--- config.mk ---
export PLATFORM = sky130hd
export DESIGN_NAME = ttt_btn_cond
export DESIGN_NICKNAME = d
export VERILOG_FILES = /design/src/rtl/ttt_btn_cond.sv
export SDC_FILE = /design/constraint.sdc
export NUM_CORES = 1
export LEC_CHECK = 0
export ABC_AREA = 1
export CAP_MARGIN = 20
export CORE_MARGIN = 2
export CORE_UTILIZATION = 45
export DETAILED_ROUTE_END_ITERATION = 12
export PLACE_DENSITY = 0.71
export SLEW_MARGIN = 20
export SYNTH_ARGS = -nofsm -noshare
export SYNTH_HDL_FRONTEND = slang
export SYNTH_SLANG_ARGS = --single-unit
--- constraint.sdc ---
create_clock -name clk -period 36.7 [get_ports clk]
set_input_delay 11.01 -clock clk [delete_from_list [all_inputs] [get_ports clk]]
set_output_delay 11.01 -clock clk [all_outputs]
set_load 0.02 [all_outputs]
--- src/rtl/ttt_btn_cond.sv ---
// Input conditioner for the six tic-tac-toe buttons.
// Each channel does a 2-FF synchroniser, a restartable debounce counter,
// a registered press pulse and (on direction buttons) an auto-repeat FSM.

module ttt_btn_cond_chan #(
  parameter int unsigned DEBOUNCE_CYCLES = 1_000_000,
  parameter int unsigned REPEAT_DELAY    = 50_000_000,
  parameter int unsigned REPEAT_PERIOD   = 20_000_000,
  parameter int unsigned CNT_W           = 26,
  parameter bit          RPT_EN          = 1'b0
) (
  input  logic clk_i,
  input  logic rst_i,
  input  logic raw_i,
  output logic level_o,
  output logic pulse_o
);
  // state    | meaning
  // ST_IDLE  | button released or pulse already given, no repeat pending
  // ST_DELAY | held after press, counting towards the first repeat
  // ST_RPT   | held past first repeat, counting the repeat period
  typedef enum logic [1:0] {ST_IDLE, ST_DELAY, ST_RPT} rpt_state_e;

  localparam logic [CNT_W-1:0] DB_LAST  = CNT_W'(DEBOUNCE_CYCLES - 1);
  localparam logic [CNT_W-1:0] DLY_LAST = CNT_W'(REPEAT_DELAY - 1);
  localparam logic [CNT_W-1:0] PER_LAST = CNT_W'(REPEAT_PERIOD - 1);
  localparam logic [CNT_W-1:0] CNT_ONE  = CNT_W'(1);

  logic             s1_q, s2_q;
  logic             stable_q, stable_d;
  logic             press_q, press_d;
  logic [CNT_W-1:0] dcnt_q, dcnt_d;
  logic [CNT_W-1:0] rcnt_q, rcnt_d;
  rpt_state_e       state_q, state_d;
  logic             rpt_pulse;

  // Two-flop synchroniser for the asynchronous pin.
  always_ff @(posedge clk_i or posedge rst_i) begin
    if (rst_i) begin
      s1_q <= 1'b0;
      s2_q <= 1'b0;
    end else begin
      s1_q <= raw_i;
      s2_q <= s1_q;
    end
  end

  // Debounce: a level change is accepted only after DEBOUNCE_CYCLES differing samples in a row.
  always_comb begin
    stable_d = stable_q;
    dcnt_d   = '0;
    press_d  = 1'b0;
    if (s2_q != stable_q) begin
      if (dcnt_q == DB_LAST) begin
        stable_d = s2_q;
        press_d  = s2_q;
      end else begin
        dcnt_d = dcnt_q + CNT_ONE;
      end
    end
  end

  // Auto-repeat: release (stable low) always wins and returns to idle without a pulse.
  always_comb begin
    state_d   = state_q;
    rcnt_d    = rcnt_q;
    rpt_pulse = 1'b0;
    if (!RPT_EN || !stable_q) begin
      state_d = ST_IDLE;
      rcnt_d  = '0;
    end else begin
      case (state_q)
        ST_IDLE: begin
          if (press_q) begin
            state_d = ST_DELAY;
            rcnt_d  = '0;
          end
        end
        ST_DELAY: begin
          if (rcnt_q == DLY_LAST) begin
            rpt_pulse = 1'b1;
            rcnt_d    = '0;
            state_d   = ST_RPT;
          end else begin
            rcnt_d = rcnt_q + CNT_ONE;
          end
        end
        ST_RPT: begin
          if (rcnt_q == PER_LAST) begin
            rpt_pulse = 1'b1;
            rcnt_d    = '0;
          end else begin
            rcnt_d = rcnt_q + CNT_ONE;
          end
        end
        default: begin
          state_d = ST_IDLE;
          rcnt_d  = '0;
        end
      endcase
    end
  end

  // Debounce and repeat state registers.
  always_ff @(posedge clk_i or posedge rst_i) begin
    if (rst_i) begin
      stable_q <= 1'b0;
      press_q  <= 1'b0;
      dcnt_q   <= '0;
      rcnt_q   <= '0;
      state_q  <= ST_IDLE;
    end else begin
      stable_q <= stable_d;
      press_q  <= press_d;
      dcnt_q   <= dcnt_d;
      rcnt_q   <= rcnt_d;
      state_q  <= state_d;
    end
  end

  assign level_o = stable_q;
  assign pulse_o = press_q | rpt_pulse;
endmodule

module ttt_btn_cond #(
  parameter int unsigned DEBOUNCE_CYCLES = 1_000_000,
  parameter bit          REPEAT_EN       = 1'b1,
  parameter int unsigned REPEAT_DELAY    = 50_000_000,
  parameter int unsigned REPEAT_PERIOD   = 20_000_000,
  parameter int unsigned CNT_W           = 26
) (
  input  logic       clk,
  input  logic       reset,
  input  logic       up_raw,
  input  logic       down_raw,
  input  logic       left_raw,
  input  logic       right_raw,
  input  logic       enter_raw,
  input  logic       space_raw,
  output logic       up,
  output logic       down,
  output logic       left,
  output logic       right,
  output logic       enter,
  output logic       space,
  output logic [5:0] btn_level
);
  logic [5:0] raw_vec;
  logic [5:0] pulse_vec;

  // Counters compare with ==, so every terminal count must be representable in CNT_W bits.
  if (DEBOUNCE_CYCLES < 2 || REPEAT_DELAY < 1 || REPEAT_PERIOD < 1 ||
      (64'(DEBOUNCE_CYCLES) >> CNT_W) != 0 ||
      (64'(REPEAT_DELAY) >> CNT_W) != 0 ||
      (64'(REPEAT_PERIOD) >> CNT_W) != 0) begin : g_cfg_err
    $error("ttt_btn_cond: parameters out of range for CNT_W");
  end

  assign raw_vec = {space_raw, enter_raw, right_raw, left_raw, down_raw, up_raw};

  // Bits 0..3 are the direction buttons and may repeat; enter and space never do.
  for (genvar i = 0; i < 6; i++) begin : g_chan
    ttt_btn_cond_chan #(
      .DEBOUNCE_CYCLES(DEBOUNCE_CYCLES),
      .REPEAT_DELAY   (REPEAT_DELAY),
      .REPEAT_PERIOD  (REPEAT_PERIOD),
      .CNT_W          (CNT_W),
      .RPT_EN         (REPEAT_EN && (i < 4))
    ) u_chan (
      .clk_i  (clk),
      .rst_i  (reset),
      .raw_i  (raw_vec[i]),
      .level_o(btn_level[i]),
      .pulse_o(pulse_vec[i])
    );
  end

  assign up    = pulse_vec[0];
  assign down  = pulse_vec[1];
  assign left  = pulse_vec[2];
  assign right = pulse_vec[3];
  assign enter = pulse_vec[4];
  assign space = pulse_vec[5];
endmodule

# Word-level counts from Yosys, hierarchy flattened
# Index checks and enable logic that the tools add are counted.
# totals
register_bits	292
inputBits	8
out_inout_bits	12
# classes
addsub	10
eq_ne	40
mux	76
bitwise	4
n_reduce_logical	14
# op_table
cell	n
26-bit two-way mux	28
26-bit case mux with 3 select lines	4
26-bit by 1-bit adder with 26-bit output (second input constant)	10
26-bit by 20-bit equality test with 1-bit output (second input constant)	6
26-bit by 25-bit equality test with 1-bit output (second input constant)	4
26-bit equality test (second input constant)	4
1-bit two-way mux	24
2-bit two-way mux	12
3-bit inequality test (second input constant)	8
2-bit case mux with 3 select lines	4
2-bit AND reduction	6
3-bit AND reduction	4
2-bit by 1-bit equality test with 1-bit output (second input constant)	4
2-bit equality test (second input constant)	4
2-bit logical NOT	4
2-bit inequality test (second input constant)	4
1-bit case mux with 2 select lines	4
1-bit inequality test	6
1-bit OR	4

# Depth between registers and ports, before layout
# Gate-level depths: netlist (run 1).
# logic_depth
word_depth	5
depth_mapped	12

# Cells and area by module
# A second synthesis (run 1) with hierarchy kept.
# hier_totals
hier_cells	2396
area_unflattened_um2	17752.0
# by_module_without_submodules
mod	instances	cells_each	area_per_inst_um2	seq_area_each_um2
ttt_btn_cond_chan (g_chan[0].u_chan ...)	3	483	3558.4	1451.4
ttt_btn_cond_chan (g_chan[1].u_chan)	1	479	3565.9	1451.4
ttt_btn_cond_chan (g_chan[4].u_chan ...)	2	234	1755.4	750.7

# Least setup slack after synthesis (run 1)
# No wires, ideal clock.
# synth_path
kind	register -> output
from	reg g_chan[1].u_chan.rcnt_q[0]
to	out down
arrival_time_ns	1.328
required_ns	25.690
path_slack_ns	24.362
stages_incl_launch_ff	10
path_buffers	0
path_cell_list	dfrtp_1 > ha_1 > inv_1 > nor2_1 > nand2_1 > nor2_1 > nand2_1 > nor2_1 > o21ai_0 > nand2_1
# synth_between
elab_chain_len	5
word_cells_on_any_way	7
# synth_lines
element	line	source
start, declared	33	logic [CNT_W-1:0] rcnt_q, rcnt_d;
start signal, assigned	116	rcnt_q <= rcnt_d;
26-bit by 25-bit equality test with 1-bit output or 26-bit equality test (tied branches)	89, 80	
1-bit two-way mux, on equally long branches	89, 80	
1-bit case mux with 2 select lines *	72	case (state_q)
1-bit two-way mux *	68	if (!RPT_EN || !stable_q) begin
1-bit OR *	122	assign pulse_o = press_q | rpt_pulse;
end, declared	141	output logic down,
# Every way passes the cells marked *; elsewhere a longest branch is shown, timed or not.

# Final worst setup path (run 1)
# layout_path
from	reg g_chan[3].u_chan.rcnt_q[0]
to	out right
# layout_between
elab_chain_len	5
word_cells_on_any_way	7
# layout_lines
element	line	source
start, declared	33	
start signal, assigned	116	
26-bit by 25-bit equality test with 1-bit output or 26-bit equality test (tied branches)	89, 80	
1-bit two-way mux, on equally long branches	89, 80	
1-bit case mux with 2 select lines *	72	
1-bit two-way mux *	68	
1-bit OR *	122	
end, declared	143	output logic right,
# Marked as above.

==> results of run 1 <==
layer usage:
metal / GRT usage (%) / routed length [µm]
met5: 0 / 0
met4: 7.32 / 965
met3: 3.06 / 2020
met2: 34.2 / 19000
met1: 28.4 / 19900
stage by stage:
stage / std cells / power (mW) / setup WS [ns]
floorplan: 2623 / 0.342 / 17.63
global placement: 3129 / 0.347 / 23.35
detailed placement: 3129 / 0.347 / 23.33
CTS: 3191 / 0.727 / 23.00
global route: 3191 / 0.743 / 22.79
finish: 3191 / 0.716 / 23.02
critical path, cell delays in order, from the launching register on:
cell	delay, ns
dfrtp_1	0.40
ha_1	0.21
inv_1	0.05
nor2_1	0.19
nand2_1	0.18
nor3_1	0.17
nand3_1	0.09
nand2_1	0.07
nand2_1	0.05
nand2_1	0.10
clkdlybuf4s50_1	0.61
power breakdown:
group	leakage, nW	internal (mW)	switching, mW	total (mW)
logic	3.88	0.00302	0.0112	0.0142
registers	4.04	0.324	0.00240	0.327
clock network	0.618	0.237	0.138	0.375
total	8.54	0.564	0.152	0.716
Yosys cell counts, types with 32 or more instances:
| library cell | n | share of area [%] |
|---|---|---|
| nor3_1 | 90 | 2.5 |
| o21ai_1 | 32 | 0.89 |
| nand4_1 | 51 | 1.8 |
| xor2_1 | 62 | 3.0 |
| nor2_1 | 460 | 9.6 |
| xnor2_1 | 32 | 1.6 |
| nand3_1 | 193 | 5.4 |
| o21ai_0 | 56 | 1.6 |
| inv_1 | 333 | 6.9 |
| dfrtp_1 | 292 | 41 |
| a21oi_1 | 112 | 3.1 |
| nand2_1 | 722 | 15 |
registers in the layout (all words and copies together) (netlist names):
| name | count |
|---|---|
| g_chan.u_chan.dcnt_q | 156 |
| g_chan.u_chan.level_o | 6 |
| g_chan.u_chan.s2_q | 6 |
| g_chan.u_chan.pulse_o | 2 |
| g_chan.u_chan.press_q | 4 |
| g_chan.u_chan.rcnt_q | 104 |
| g_chan.u_chan.s1_q | 6 |
| g_chan.u_chan.state_q | 8 |
logic make-up (layout without fill, tap and decap cells):
| family | Yosys count | count (layout) | share of synthesized area, % |
|---|---|---|---|
| simple gates | 1600 | 1600 | 37.7 |
| fa+ha+maj | 30 | 30 | 2.09 |
| xor+xnor | 94 | 94 | 4.58 |
| compound gates | 227 | 227 | 6.68 |
| flops | 292 | 292 | 40.6 |
| buf+inv | 380 | 423 | 8.35 |
worst paths after layout:
check | from | endpoint | cells after the start
max | g_chan[3].u_chan.rcnt_q[0] | right | 10
min | g_chan[4].u_chan.s1_q | g_chan[4].u_chan.s2_q | 0
max reg2reg | g_chan[0].u_chan.state_q[0] | g_chan[0].u_chan.rcnt_q[8] | 7
min reg2reg | g_chan[4].u_chan.s1_q | g_chan[4].u_chan.s2_q | 0
max in group asynchronous | reset | g_chan[2].u_chan.dcnt_q[5] | 3
min in group asynchronous | reset | g_chan[4].u_chan.s1_q | 2
area by class of cell:
cell class	count	area (µm²)
multi-input combinational	1951	9200
timing repair buffer	22	213
inverter	339	1280
fill	3922	19700
sequential	292	7310
clock buffer	53	1110
clock inverter	9	161
tap	525	657
==> out/results.ini, run 1 <==
[critical_path]
cp_data_arrival_time_ns=2.67
path_max_fanout=5
crit_required_ns=25.69
regToRegSetupSlack_ns=34.14
path_class=reg2out
startpoint_type=flip-flop
cp-end-kind=output port

[sta]
period_needed_ns=13.68
drv_slew=0
fin_tns_setup_ns=0
rsz0062_at_grt=false
worstMarginPinSlew_ns=0.927
slew_headroom_pct=38.2
max_freq_mhz=73.1
clock-skew-final_ns=0.0158
timing.final.crit_share_pct=37.3
worst_hold_slack_ns=0.346
hold_viol_final=0
setup_viol=0

[yosys]
synthesis.area_um2=18000
yosysWarnings=0
synth_edf_count=0
seq_area_frac_synth_pct=40.6
syn_nets=2661
avgSynthCellArea_um2=6.86
async_flop_share_pct=100
ys.flop_type=dfrtp_1
synth_cell_type_count=41
syn-instance-count=2623
ys_ff_latch=292

[placement]
portBuffers=19
dpl-instance-area_um2=18700
place_congestion=0.940
post-dp-hpwl_um=30200

[status]
status=finished, final reports clean

[detailed_routing]
dr.pass1.iters=5
vias=16363
detail-route-antenna-nets=0
drt-total-wl_um=41900
drc=0
post_drt_via_cell_ratio=5.13
drtIter0Drc=1101
wl_per_cell_um=13.1

[final_layout]
num_antenna_cells=0
area_delta_synth_final_pct=10.8
final_nets=2680
finalInstanceArea_um2=19900
final_cell_mix=nand2_1, nor2_1, inv_1, dfrtp_1, nand3_1
layout-drive-gt1-share_pct=4.50
layout_commonest_cell=nand2_1
post-route-util_pct=50.3

[clock_tree]
post-cts-setup-buffers=0
cts_resized=0
cts-root-buf=clkbuf_16
clkLatencyLatePin_ns=0.55
path_clk_slew_ns=0.06
cts_tree=done
numClockSinks=292
ctsHoldBuffers=0
h-tree-depth=2
clockBufferDepth=3
cts_buffers=36

[power]
ir_drop_uv=36.1
leakage_nw=8.54
p_per_area_nw_per_um2=35.9

[grt]
grt_usage_pct=20.9
grt_overflow=0
grt_max_degree=149
grt_pass1_vias=15887
grt_antenna_before_repair=0
grt_pass1_wl_um=73500

[die]
num_rows=73
die-area_um2=41600
core_area_um2=39600
fp.dieW_um=204
start_util_pct=45.4
die_h_um=204
pin_count=20

[run]
drv_cap=0

[min_path]
worstHoldPathType=reg2reg

Note: power is estimated with default switching activity, not from simulation.
==> run 2, diff against run 1 <==
Clock period 36.7 ns to 13 ns, I/O delays scaled along.
==> out/results.ini, run 2 (synthesis results as in run 1) <==
[final_layout]
post-route-util_pct=50.3
final_cell_mix=nand2_1, nor2_1, inv_1, dfrtp_1, nand3_1
num_antenna_cells=0
fill_cells=3858
top_register=g_chan.u_chan.dcnt_q
area_delta_synth_final_pct=10.9
reg_top3=g_chan.u_chan.dcnt_q: 156 flops, g_chan.u_chan.rcnt_q: 104 flops, g_chan.u_chan.state_q: 8 flops
layout-drive-gt1-share_pct=4.57
layout_commonest_cell=nand2_1
final_nets=2682
largest_reg_flops=156

[sta]
timing.final.crit_share_pct=50.4
clock-skew-final_ns=0.0212
worstMarginPinSlew_ns=0.946
max_freq_mhz=153
setup_viol=0
slew_headroom_pct=37.0
drv_slew=0
period_needed_ns=6.56
hold_viol_final=0
fin_tns_setup_ns=0
rsz0062_at_grt=false

[detailed_routing]
drtIter0Drc=1151
post_drt_via_cell_ratio=5.13
drc=0
drt-total-wl_um=41400
detail-route-antenna-nets=0
dr.pass1.iters=8
vias=16371
wl_per_cell_um=13.0

[clock_tree]
cts_buffers=36
numClockSinks=292
cts_resized=0
path_clk_slew_ns=0.05
ctsHoldBuffers=0
h-tree-depth=2
post-cts-setup-buffers=0
cts_tree=done
clkLatencyLatePin_ns=0.56
clockBufferDepth=3
cts-root-buf=clkbuf_16

[die]
pin_count=20
num_rows=73
core_area_um2=39600
start_util_pct=45.4
fp.dieW_um=204
die_h_um=204
die-area_um2=41600

[min_path]
worstHoldPathType=reg2reg

[critical_path]
cp-end-kind=output port
cp_cell_sequence=inv_1, ha_1, nand2_1, inv_1, nand2_1, nand2_1, clkdlybuf4s50_1
path_max_fanout=10
cp_num_buf_inv=3
cp_data_arrival_time_ns=2.66
slowest_stage=clkdlybuf4s50_1
startpoint_type=flip-flop
path_class=reg2out
crit_required_ns=9.10
path_delay_family=buffers and inverters
crit_top_cell=nand2_1
slowest_delay_ns=0.60

[placement]
post-dp-hpwl_um=29700
place_congestion=0.937
portBuffers=19

[run]
drv_cap=0

[status]
status=finished, final reports clean

[grt]
grt_usage_pct=20.5
grt_pass1_vias=15507
grt_max_degree=144
grt_overflow=0
grt_pass1_wl_um=72000
grt_antenna_before_repair=0

[power]
p_per_area_nw_per_um2=102
leakage_nw=8.56
ir_drop_uv=73.4

-- run 2: changes by cell type in the layout (fill, tap and decap cells not counted) --
cell,delta
clkinv_8,-1
bufinv_16,+1
clkinv_4,+1
inv_8,+1
buf_16,+1
xnor2_2,+1
xnor2_4,-1
buf_8,+1
clkinv_2,+2
clkbuf_1,+1
clkbuf_8,-4
-- run 2: final cells by class --
type	instances	area [µm²]	share of cell area, %
clock buffer	50	1060	5.29
clock inverter	13	210	1.05
inverter	339	1280	6.41
multi-input combinational	1951	9190	46.0
sequential	292	7310	36.6
tap	525	657	3.29
timing repair buffer	24	255	1.28
-- run 2: report_power, final --
group / internal [mW] / switching (mW)
logic: 0.00963 / 0.0313
registers: 0.916 / 0.00662
clock network: 0.667 / 0.397
-- run 2: metrics by stage --
step           worst slack, ns  cells  instance area, µm²  power, mW  hold slack [ns]
5_1_grt                   6.27   3194               20000       2.10            0.358
4_1_cts                   6.41   3193               19900       2.06            0.348
3_5_place_dp              6.75   3130               18700      0.981            0.336
6_report                  6.44   3194               20000       2.03            0.346
3_3_place_gp              6.78   3129               18600      0.979            0.331
2_1_floorplan             1.04   2623               18000      0.966            0.331
-- run 2: worst paths after layout --
kind | start | end | slack (ns) | cells past startpoint
setup / recovery | g_chan[3].u_chan.state_q[0] | right | 6.44 | 7
hold / removal | g_chan[4].u_chan.s1_q | g_chan[4].u_chan.s2_q | 0.35 | 0
setup reg to reg | g_chan[0].u_chan.state_q[0] | g_chan[0].u_chan.rcnt_q[9] | 10.47 | 7
hold reg to reg | g_chan[4].u_chan.s1_q | g_chan[4].u_chan.s2_q | 0.35 | 0
max in group asynchronous | reset | g_chan[0].u_chan.rcnt_q[3] | 7.48 | 4
min in group asynchronous | reset | g_chan[4].u_chan.pulse_o | 3.77 | 2
-- run 2: routing by layer --
metal	track usage, %	part of all wire [%]	up-vias
met1	27.9	47	7571
li1	-	-	8336
met4	6.52	2.2	0
met2	33.7	46	392
met5	0	0	-
met3	3.05	5.0	72
-- run 2: worst register-to-register path: stages (launching register included) --
cell     delay (ns)
dfrtp_1        0.39
inv_1          0.12
ha_1           0.23
nand3_1        0.62
inv_1          0.70
nor2_1         0.13
nor2_1         0.13
a21oi_1        0.05
